`config.mk`:
```
export PLATFORM = sky130hd
export DESIGN_NAME = ccu_mst_hazard_guard
export DESIGN_NICKNAME = d
export VERILOG_FILES = /design/src/rtl/ccu_mst_hazard_guard_pkg.sv /design/src/rtl/ccu_wr_table.sv /design/src/rtl/ccu_mst_hazard_guard.sv
export SDC_FILE = /design/constraint.sdc
export NUM_CORES = 1
export LEC_CHECK = 0
export CORE_MARGIN = 2
export CORE_UTILIZATION = 40
export DETAILED_ROUTE_END_ITERATION = 16
export PLACE_DENSITY = 0.65
export REMOVE_ABC_BUFFERS = 1
export SYNTH_ARGS = -nofsm -noshare
export SYNTH_HDL_FRONTEND = slang
export SYNTH_HIERARCHICAL = 1
export SYNTH_SLANG_ARGS = --single-unit
export TNS_END_PERCENT = 20
```
`constraint.sdc`:
```
create_clock -name clk_i -period 22.1 [get_ports clk_i]
set_input_delay 4.42 -clock clk_i [delete_from_list [all_inputs] [get_ports clk_i]]
set_output_delay 4.42 -clock clk_i [all_outputs]
set_load 0.03 [all_outputs]
```
`src/rtl/ccu_mst_hazard_guard_pkg.sv`:
```
// Shared AXI channel/bundle types for the CCU master-side hazard guard and
// the line-offset helper used to derive the compared address bits.
package ccu_mst_hazard_guard_pkg;

  localparam int unsigned AxiAddrW = 64;
  localparam int unsigned AxiIdW   = 4;
  localparam int unsigned AxiDataW = 64;

  typedef struct packed {
    logic [AxiIdW-1:0]   id;
    logic [AxiAddrW-1:0] addr;
    logic [7:0]          len;
    logic [2:0]          size;
    logic [1:0]          burst;
    logic [5:0]          atop;
  } aw_chan_t;

  typedef struct packed {
    logic [AxiIdW-1:0]   id;
    logic [AxiAddrW-1:0] addr;
    logic [7:0]          len;
    logic [2:0]          size;
    logic [1:0]          burst;
  } ar_chan_t;

  typedef struct packed {
    logic [AxiDataW-1:0]   data;
    logic [AxiDataW/8-1:0] strb;
    logic                  last;
  } w_chan_t;

  typedef struct packed {
    logic [AxiIdW-1:0] id;
    logic [1:0]        resp;
  } b_chan_t;

  typedef struct packed {
    logic [AxiIdW-1:0]   id;
    logic [AxiDataW-1:0] data;
    logic [1:0]          resp;
    logic                last;
  } r_chan_t;

  typedef struct packed {
    aw_chan_t aw;
    logic     aw_valid;
    w_chan_t  w;
    logic     w_valid;
    logic     b_ready;
    ar_chan_t ar;
    logic     ar_valid;
    logic     r_ready;
  } axi_req_t;

  typedef struct packed {
    logic    aw_ready;
    logic    ar_ready;
    logic    w_ready;
    logic    b_valid;
    b_chan_t b;
    logic    r_valid;
    r_chan_t r;
  } axi_resp_t;

  function automatic int unsigned ccu_line_off_w(input int unsigned line_width);
    return unsigned'($clog2(line_width / 8));
  endfunction

endpackage

```
`src/rtl/ccu_wr_table.sv`:
```
// Outstanding-write table: allocates the lowest free entry, frees the oldest
// entry of a given ID, and reports per-entry line matches.
module ccu_wr_table #(
  parameter int unsigned MaxWrTrans = 8,
  parameter int unsigned LineW      = 60,
  parameter int unsigned IdW        = 4,
  localparam int unsigned RankW     = $clog2(MaxWrTrans),
  localparam int unsigned CntW      = $clog2(MaxWrTrans + 1)
) (
  input  logic                  clk_i,
  input  logic                  rst_ni,
  input  logic                  alloc_i,
  input  logic [LineW-1:0]      alloc_line_i,
  input  logic [IdW-1:0]        alloc_id_i,
  input  logic                  free_i,
  input  logic [IdW-1:0]        free_id_i,
  input  logic [LineW-1:0]      match_line_i,
  output logic                  full_o,
  output logic [CntW-1:0]       count_o,
  output logic                  free_hit_o,
  output logic [MaxWrTrans-1:0] match_o
);

  typedef struct packed {
    logic             valid;
    logic [LineW-1:0] line;
    logic [IdW-1:0]   id;
    logic [RankW-1:0] rank;
  } entry_t;

  entry_t [MaxWrTrans-1:0] tbl_q, tbl_d;
  logic   [CntW-1:0]       count_q, count_d;

  logic             free_hit, free_en, alloc_found, alloc_en;
  logic [RankW-1:0] free_rank;
  int unsigned      free_idx, alloc_idx;

  always_comb begin
    free_hit    = 1'b0;
    free_idx    = 0;
    free_rank   = '1;
    alloc_found = 1'b0;
    alloc_idx   = 0;
    // Ranks of valid entries are unique, so the smallest rank is the oldest.
    for (int unsigned i = 0; i < MaxWrTrans; i++) begin
      if (tbl_q[i].valid && tbl_q[i].id == free_id_i &&
          (!free_hit || tbl_q[i].rank < free_rank)) begin
        free_hit  = 1'b1;
        free_idx  = i;
        free_rank = tbl_q[i].rank;
      end
      if (!tbl_q[i].valid && !alloc_found) begin
        alloc_found = 1'b1;
        alloc_idx   = i;
      end
    end
    free_en  = free_i & free_hit;
    alloc_en = alloc_i & alloc_found;

    tbl_d = tbl_q;
    for (int unsigned i = 0; i < MaxWrTrans; i++) begin
      if (free_en) begin
        if (i == free_idx) begin
          tbl_d[i].valid = 1'b0;
        end else if (tbl_q[i].valid && tbl_q[i].rank > free_rank) begin
          tbl_d[i].rank = tbl_q[i].rank - 1'b1;
        end
      end
    end
    // A freed entry always ranks below count, so a concurrent alloc takes count-1.
    if (alloc_en) begin
      tbl_d[alloc_idx].valid = 1'b1;
      tbl_d[alloc_idx].line  = alloc_line_i;
      tbl_d[alloc_idx].id    = alloc_id_i;
      tbl_d[alloc_idx].rank  = RankW'(count_q - CntW'(free_en));
    end
    count_d = count_q + CntW'(alloc_en) - CntW'(free_en);
  end

  always_comb begin
    match_o = '0;
    for (int unsigned i = 0; i < MaxWrTrans; i++) begin
      match_o[i] = tbl_q[i].valid && (tbl_q[i].line == match_line_i);
    end
  end

  assign full_o     = (count_q == CntW'(MaxWrTrans));
  assign count_o    = count_q;
  assign free_hit_o = free_hit;

  always_ff @(posedge clk_i or negedge rst_ni) begin
    if (!rst_ni) begin
      tbl_q   <= '0;
      count_q <= '0;
    end else begin
      tbl_q   <= tbl_d;
      count_q <= count_d;
    end
  end

endmodule

```
`src/rtl/ccu_mst_hazard_guard.sv`:
```
// Holds reads to cache lines with writes still outstanding downstream of the
// CCU mux. Optional stall statistics via CCU_HAZARD_STATS_EN.
module ccu_mst_hazard_guard
  import ccu_mst_hazard_guard_pkg::*;
#(
  parameter int unsigned MaxWrTrans      = 8,
  parameter int unsigned AxiAddrWidth    = 64,
  parameter int unsigned AxiIdWidth      = 4,
  parameter int unsigned DcacheLineWidth = 128,
  parameter type         req_t           = axi_req_t,
  parameter type         resp_t          = axi_resp_t
) (
  input  logic        clk_i,
  input  logic        rst_ni,
  input  req_t        slv_req_i,
  output resp_t       slv_resp_o,
  output req_t        mst_req_o,
  input  resp_t       mst_resp_i,
  output logic        busy_o,
  output logic [31:0] stall_cycles_o
);

  localparam int unsigned OffW  = ccu_line_off_w(DcacheLineWidth);
  localparam int unsigned LineW = AxiAddrWidth - OffW;
  localparam int unsigned CntW  = $clog2(MaxWrTrans + 1);

  logic [LineW-1:0]      aw_line, ar_line;
  logic [MaxWrTrans-1:0] match;
  logic [CntW-1:0]       count;
  logic                  full, free_hit;
  logic                  aw_hs, b_hs, ar_hit, ar_hold, ar_out;
  logic                  ar_committed_q, ar_committed_d;

  assign aw_line = slv_req_i.aw.addr[AxiAddrWidth-1:OffW];
  assign ar_line = slv_req_i.ar.addr[AxiAddrWidth-1:OffW];

  ccu_wr_table #(
    .MaxWrTrans (MaxWrTrans),
    .LineW      (LineW),
    .IdW        (AxiIdWidth)
  ) i_wr_table (
    .clk_i        (clk_i),
    .rst_ni       (rst_ni),
    .alloc_i      (aw_hs),
    .alloc_line_i (aw_line),
    .alloc_id_i   (slv_req_i.aw.id),
    .free_i       (b_hs),
    .free_id_i    (mst_resp_i.b.id),
    .match_line_i (ar_line),
    .full_o       (full),
    .count_o      (count),
    .free_hit_o   (free_hit),
    .match_o      (match)
  );

  always_comb begin
    mst_req_o  = slv_req_i;
    slv_resp_o = mst_resp_i;

    aw_hs   = slv_req_i.aw_valid & ~full & mst_resp_i.aw_ready;
    b_hs    = mst_resp_i.b_valid & slv_req_i.b_ready;
    ar_hit  = slv_req_i.ar_valid & ((|match) | (aw_hs & (aw_line == ar_line)));
    ar_hold = ~ar_committed_q & ar_hit;
    ar_out  = slv_req_i.ar_valid & ~ar_hold;

    mst_req_o.aw_valid  = slv_req_i.aw_valid & ~full;
    slv_resp_o.aw_ready = mst_resp_i.aw_ready & ~full;
    mst_req_o.ar_valid  = ar_out;
    slv_resp_o.ar_ready = mst_resp_i.ar_ready & ~ar_hold;

    // Once presented, an AR stays committed until it handshakes.
    ar_committed_d = ar_committed_q;
    if (ar_out) ar_committed_d = ~mst_resp_i.ar_ready;
  end

  assign busy_o = (count != '0);

  always_ff @(posedge clk_i or negedge rst_ni) begin
    if (!rst_ni) ar_committed_q <= 1'b0;
    else         ar_committed_q <= ar_committed_d;
  end

`ifdef CCU_HAZARD_STATS_EN
  logic [31:0] stall_q, stall_d;

  always_comb begin
    stall_d = stall_q;
    if (ar_hold && stall_q != '1) stall_d = stall_q + 32'd1;
  end

  always_ff @(posedge clk_i or negedge rst_ni) begin
    if (!rst_ni) stall_q <= '0;
    else         stall_q <= stall_d;
  end

  assign stall_cycles_o = stall_q;
`else
  assign stall_cycles_o = '0;
`endif

`ifndef SYNTHESIS
  b_has_entry: assert property (@(posedge clk_i) disable iff (!rst_ni) b_hs |-> free_hit);
`endif

endmodule

```
# Word-level counts from Yosys, hierarchy flattened
# Index checks and enable logic that the tools add are counted.
dict set report totals {
  ff_bits 549
  latchBits 0
  ramBits 0
  mem_bits_ro 0
  inputBits 330
  out_inout_bits 361
  elab_cells 263
  mem_count 0
}
dict set report op_classes {
  addsub 11
  mul 0
  div_mod_pow 0
  n_lt_le_gt_ge 17
  eq_ne 25
  shifts 0
  n_mux 91
  n_bitwise 16
  n_reduce_logical 69
}
# op count
set op_table {}
lappend op_table {{$bwmux W544} 4}
lappend op_table {{$demux W68 S3} 4}
lappend op_table {{$mux W544} 1}
lappend op_table {{$eq A60 B60 Y1} 9}
lappend op_table {{$mux W3} 41}
lappend op_table {{$mux W68} 1}
lappend op_table {{$mux W67} 1}
lappend op_table {{$logic_and A1 B1 Y1} 39}
lappend op_table {{$mux W1} 34}
lappend op_table {{$eq A4 B4 Y1} 8}
lappend op_table {{$logic_not A32 Y1} 1}
lappend op_table {{$gt A3 B3 Y1} 8}
lappend op_table {{$sub A3 B1 Y3 const B} 8}
lappend op_table {{$lt A3 B3 Y1} 7}
lappend op_table {{$logic_not A1 Y1} 20}
lappend op_table {{$eq A3 B3 Y1 const A} 4}
lappend op_table {{$and A1 B1 Y1} 11}
lappend op_table {{$mux W2} 4}
lappend op_table {{$reduce_or A8 Y1} 1}
lappend op_table {{$logic_or A1 B1 Y1} 7}
lappend op_table {{$mux W7} 1}
lappend op_table {{$eq A2 B3 Y1 const A} 2}
lappend op_table {{$add A4 B1 Y4} 1}
lappend op_table {{$eq A4 B4 Y1 const B} 1}
lappend op_table {{other kinds (8)} 11}

# Logic depth before layout (Yosys ltp)
# Gate-level depths: netlist of run 1.
dict set report depth {
  ltp_word 41
  mapped_depth 59
  depth_no_buf 58
}

# Hierarchy
# Netlist of run 1, hierarchy kept.
# mod n_inst cells_each area_per_inst_um2 seq_area_each_um2
set by_module_without_submodules {}
lappend by_module_without_submodules {ccu_wr_table 1 2656 28636.2 13713.2}
lappend by_module_without_submodules {ccu_mst_hazard_guard 1 459 3484.6 25.0}

# Least setup slack after synthesis of run 1
# Ideal clock, no wire load.
dict set report synth_timing {
  path_type {input to register}
  startpoint {input mst_resp_i[76] in the netlist's numbering}
  endpoint {register i_wr_table/tbl_q[274] in the netlist's numbering}
  setup_ps 82
  t_arrival_ps 14475
  required_time_ps 22018
  slack_ps 7543
  path_stages 54
  n_path_buf 1
  cell_sequence {buf_6 -> xor2_1 -> nor3_4 -> nand2_2 -> nor2_1 -> ha_1 -> a21oi_4 -> o21ai_1 -> nand2_1 -> o21ai_0 -> ha_1 -> nand2_1 -> nand2_1 -> a31oi_1 -> nand2_1 -> o21ai_0 -> inv_1 -> ha_1 -> [18 not listed] -> inv_1 -> ha_1 -> nand2_1 -> a21o_1 -> a311oi_1 -> a211oi_4 -> inv_1 -> mux2i_1 -> ha_1 -> o2111ai_1 -> nand2_1 -> o21ai_0 -> ha_1 -> a41oi_1 -> mux2i_1 -> a2111o_1 -> or4_1 -> a31oi_1}
}
# element line
set synth_lines {}
lappend synth_lines {{start: declaration} ccu_mst_hazard_guard.sv:18} ;# input resp_t mst_resp_i,
lappend synth_lines {{end signal: assignment} ccu_wr_table.sv:96} ;# tbl_q <= tbl_d;
lappend synth_lines {{end: declaration} ccu_wr_table.sv:31} ;# entry_t [MaxWrTrans-1:0] tbl_q, tbl_d;

==> impl_metrics.ini, run 1 <==
[sta]
fin_crit_sh_pct = 73.9
hold_violations = 0
period_minus_slack_ns = 16.33
slew_violations = 0
tightest_slew_ns = 1.22
rsz0062_at_grt = no
setup_violations = 0
timing.slew.headroom_pct = 18.9
max_freq_ghz = 0.0612
clock_skew_ns = 0.0180
totalNegativeSetupSlack_ns = 0

[grt]
grt_use_met1_pct = 42.8
grt_max_degree = 153
grt_usage_pct = 38.3
grt_pass1_vias = 23600
top_usage_layer = met2
grt_antenna_before_repair = 3
grt_pass1_wl_mm = 213
met3_usage_pct = 28.5
grt_use_met2_pct = 51.5
grt_overflow = 0

[yosys]
synth_mux_area_share_pct = 13.6
yosys.area_share.simple_pct = 10.6
ys_top_cells_by_area = dfrtp_1 (43%), mux2_2 (13%), buf_4 (8.4%)
synth_xor_area_share_pct = 13.0
synthCells = 3115
synth_top_area_share_pct = 42.8
synth-compound-area-share_pct = 6.69
yosys_warnings = 6
ys_ff_latch = 549
ys_seq_area_share_pct = 42.8
synth_cell_types = 90
async_reset_ff_share_pct = 100
postSynthAreaPerCell_sq_um = 10.3
synth-edff-count = 0
synth-main-ff-cell = dfrtp_1
synth_fa_ha_area_share_pct = 1.64
synth_top_family_by_area = multiplexers
yosysTopAreaCell = dfrtp_1
synth_area_sq_um = 32100

[power_and_ir_drop]
p_per_area_nw_per_um2 = 126
p_leak_nw = 16.2
power.total_mw = 4.52
peakVddDrop_mv = 0.0667

[setup_path]
path_class = in2reg
crit_arrival_ns = 16.82
rrSetupSlack_ns = 9.98
crit_path_max_incr_delay_ns = 0.84
cp-end-kind = flop
required_ns = 22.59
r2r-start = i_wr_table/tbl_q[67]$_DFF_PN0_
cpMostUsedCell = nand2_1
cp-start-kind = input pin
crit_start = mst_resp_i[74]
critPathSlowestCell = clkdlybuf4s50_1
crit_fanout = 9

[cts]
cts_tree = done
postCtsSetupBuffers = 0
clockBufferDepth = 3
cts.sinks = 549
post_cts_resized = 0
htree_levels = 2
clk_latency_ns = 0.65
numCtsBuffers = 61
cts_hold_buffers = 0
clk_transition_reported_paths_ns = 0.06
cts_root_buf = clkbuf_16

[outcome]
outcome = finished, final reports clean

[die]
die_w_microns = 287
die_h_microns = 287
die_area_sq_um = 82600
start_util_pct = 40.5
core_sq_um = 79300
fp-row-count = 103
boundaryPins = 691

[drt]
routed_wl_mm = 161
postRouteAntennaNets = 0
viasPerCell = 6.01
drt_pre_antenna_iters = 6
drtIter0Drc = 3078
drc_errors = 0
routedWlPerCell_microns = 38.5
num_vias = 25100

[cells_and_area]
postLayoutCoreUtil_pct = 45.4
fin_nets = 3451
nFillCells = 7491
layoutNonFillerInstCount = 4186
drive_above_1_share_pct = 20.0
syn_to_final_growth_pct = 12.0

[placement]
detailed_place_hpwl_mm = 121
gp_congestion = 0.965
dp.cells = 4069
io_buffers = 270

[job]
max-cap-violations = 0

[min_path]
hold_class = reg2reg
cells in the final DEF (no fill, tap or decap), drive strengths merged, types with 22 or more instances in the layout:
cell type,n
a21oi,22
dfrtp,549
buf,107
clkdlybuf4s50,269
nand2,430
ha,38
nand4,85
o21ai,75
nand3,25
xnor2,252
o22ai,39
xor2,224
clkbuf,90
inv,130
mux2,380
nor2,35
conb,32
nor4,71
synthesized netlist by cell type, types with 7 or more instances:
master and n:
nor4_1 71, and2_1 9, nand2b_1 9, o211ai_1 13, mux2_2 380, o21ai_0 65
and3_1 8, nand2_1 428, buf_4 359, a22oi_1 21, mux2i_1 9, or3_1 9
ha_1 38, xor2_1 224, nand3_1 25, clkbuf_1 107, dfrtp_1 549, a21oi_1 21
o221ai_1 10, o22ai_1 39, or4_1 12, o2111ai_1 7, nand4_1 85, xnor2_1 252
inv_1 127, nor2_1 35, nor3_1 16, a31oi_1 12, a211oi_1 8, a221oi_1 21
buf_1 33, o2bb2ai_1 8
per-layer routing:
layer | up-vias | share of wire (%)
li1 | 10200 | -
met1 | 12500 | 35
met2 | 2040 | 39
met3 | 345 | 19
met4 | 30 | 6.2
met5 | - | 1.0
final cells by class:
cell class | instances | area [sq um] | area share, %
Clock inverter | 24 | 303 | 0.841
Inverter | 129 | 484 | 1.35
Sequential cell | 549 | 13700 | 38.2
Antenna cell | 3 | 7.51 | 0.0209
Multi-Input combinational cell | 1965 | 14800 | 41.1
Timing Repair Buffer | 376 | 3520 | 9.77
Clock buffer | 90 | 1820 | 5.05
Tap cell | 1050 | 1310 | 3.65
critical path: cells and delay by family:
kind	cells	cell delay, ns
adder cells (fa/ha/maj)	8	2.23
buffers and inverters	7	1.34
multiplexers	4	0.92
AO/OA/AOI/OAI	23	5.57
AND/OR/NAND/NOR	15	1.94
XOR/XNOR	2	0.39
power by group:
| group | internal (mW) | total, mW | switching (mW) |
|---|---|---|---|
| combinational | 0.774 | 1.68 | 0.906 |
| sequential | 1.43 | 1.76 | 0.332 |
| clock | 0.638 | 1.08 | 0.445 |
per-stage QoR:
step           setup slack [ns]  hold slack (ns)  instance area (sq um)
2_1_floorplan              7.65            0.465                  29000
3_3_place_gp               5.37            0.478                  33900
3_5_place_dp               5.32            0.482                  33900
4_1_cts                    5.93            0.498                  36000
5_1_grt                    4.48            0.505                  36000
6_report                   5.77            0.496                  36000
worst paths after layout:
path | cells past startpoint | end
max | 59 | i_wr_table/tbl_q[408]$_DFF_PN0_
min | 2 | flop
max reg2reg | 57 | i_wr_table/tbl_q[408]$_DFF_PN0_
min reg2reg | 2 | flop
max in group asynchronous | 3 | asynchronous set/reset pin
min in group asynchronous | 1 | asynchronous set/reset pin
logic make-up after synthesis:
kind of cell / count (synthesis)
other: 1
buffers and inverters: 632
multiplexers: 389
flip-flops: 549
AO/OA/AOI/OAI: 297
adder cells (fa/ha/maj): 42
XOR/XNOR: 476
AND/OR/NAND/NOR: 729
(Power assumes the default switching activity.)
==> run 2, diff against run 1 <==
- clock period: 22.1 -> 16.6 ns (I/O delays scaled with it)
==> run 2 against run 1 <==
Register-to-register slack worse by 5.4 ns. Highest routed layer unchanged. Die area stayed put. Clock power is 29% higher. Final cell count hardly changed. Worst setup slack worse by 4.2 ns. Sequential share of layout area is 0.094 points higher. Critical path depth is 2 lower. Largest cell class unchanged. Design area is 0.25% lower.
==> impl_metrics.ini, run 2 (synthesized netlist as in run 1, its figures left out) <==
[outcome]
outcome = finished, final reports clean

[min_path]
hold_class = reg2reg

[sta]
max_freq_ghz = 0.0667
period_minus_slack_ns = 14.98
setup_violations = 0
hold_ws_ns = 0.494
hold_violations = 0
slew_violations = 0
timing.slew.headroom_pct = 11.7
clock_skew_ns = 0.0403
totalNegativeSetupSlack_ns = 0
rsz0062_at_grt = no
fin_crit_sh_pct = 90.3
tightest_slew_ns = 1.31

[setup_path]
crit_path_max_incr_delay_ns = 0.80
crit_fanout = 9
cp-start-kind = input pin
required_ns = 17.18
critPathSlowestCell = clkdlybuf4s50_1
cp-end-kind = flop
path_class = in2reg
crit_arrival_ns = 15.57

[cts]
cts.sinks = 549
postCtsSetupBuffers = 0
cts_root_buf = clkbuf_16
htree_levels = 2
clk_transition_reported_paths_ns = 0.06
clockBufferDepth = 3
cts_tree = done
clk_latency_ns = 0.66
post_cts_resized = 0
cts_hold_buffers = 0
numCtsBuffers = 61

[cells_and_area]
drive_above_1_share_pct = 20.0
postLayoutCoreUtil_pct = 45.3
layout_common_cells = dfrtp_1 (549), nand2_1 (421), mux2_2 (380)
final_common_cell = dfrtp_1
syn_to_final_growth_pct = 11.8
fin_nets = 3452
multi_input_area_sq_um = 14800
nFillCells = 7549
regArea_sq_um = 13700
layoutNonFillerInstCount = 4185

[die]
boundaryPins = 691
fp-row-count = 103
die_w_microns = 287
start_util_pct = 40.5
die_h_microns = 287
core_sq_um = 79300
die_area_sq_um = 82600

[power_and_ir_drop]
p_leak_nw = 16.2
p_per_area_nw_per_um2 = 166
peakVddDrop_mv = 0.0987

[placement]
detailed_place_hpwl_mm = 121
io_buffers = 270
dp.cells = 4070
gp_congestion = 0.966

[job]
max-cap-violations = 0

[drt]
postRouteAntennaNets = 0
drt_pre_antenna_iters = 5
viasPerCell = 6.03
drc_errors = 0
num_vias = 25200
drtIter0Drc = 2979
routedWlPerCell_microns = 38.5
routed_wl_mm = 161

[grt]
grt_pass1_wl_mm = 213
grt_pass1_vias = 23700
grt_antenna_before_repair = 5
grt_usage_pct = 38.3
grt_overflow = 0
grt_max_degree = 81
==> run 2: stage by stage <==
step                      power (mW)  area [sq um]  setup WS (ns)
after floorplan                 3.75         29000           3.25
after global placement          4.49         33900           1.20
after detailed placement        4.55         33900           1.11
after CTS                       5.94         35900           1.76
after global routing            6.28         35900          0.408
final                           5.97         35900           1.62
==> run 2: worst paths after layout <==
| path | slack (ns) | from | end | cells after the start |
|---|---|---|---|---|
| max | 1.62 | mst_resp_i[77] | i_wr_table/tbl_q[274]$_DFF_PN0_ | 57 |
| min | 0.49 | flop | flop | 2 |
| max reg2reg | 4.63 | i_wr_table/tbl_q[67]$_DFF_PN0_ | i_wr_table/tbl_q[274]$_DFF_PN0_ | 55 |
| min reg2reg | 0.49 | flop | flop | 2 |
| max in group asynchronous | 11.00 | rst_ni | asynchronous set/reset pin | 4 |
| min in group asynchronous | 2.64 | rst_ni | asynchronous set/reset pin | 1 |
==> run 2: cell type report <==
cell class	instances	area share, %
repair buffers	377	9.78
flip-flops and latches	549	38.3
well taps	1050	3.66
clock buffers	91	5.04
diodes	2	0.0139
clock inverters	22	0.634
inverters	129	1.35
multi-input cells	1965	41.2
==> run 2: per-layer routing <==
layer	vias up	routed length (microns)	global-route usage, %
met5	-	1630	14.5
met4	26	10800	20.9
met3	372	30500	28.2
met2	2028	61500	50.8
met1	12600	56700	43.0
li1	10200	-	-
==> run 2: report_power, final <==
| part | switching [mW] | total [mW] | internal, mW |
|---|---|---|---|
| sequential | 0.440 | 2.34 | 1.90 |
| clock | 0.589 | 1.39 | 0.800 |
| combinational | 1.21 | 2.24 | 1.03 |
| total | 2.24 | 5.97 | 3.74 |
==> run 2: critical path, delay by kind of cell <==
family	cells	cell delay, ns
xor+xnor	1	0.19
buf+inv	8	1.59
compound gates	23	5.39
simple gates	13	2.03
fa+ha+maj	8	2.09
mux	4	0.98
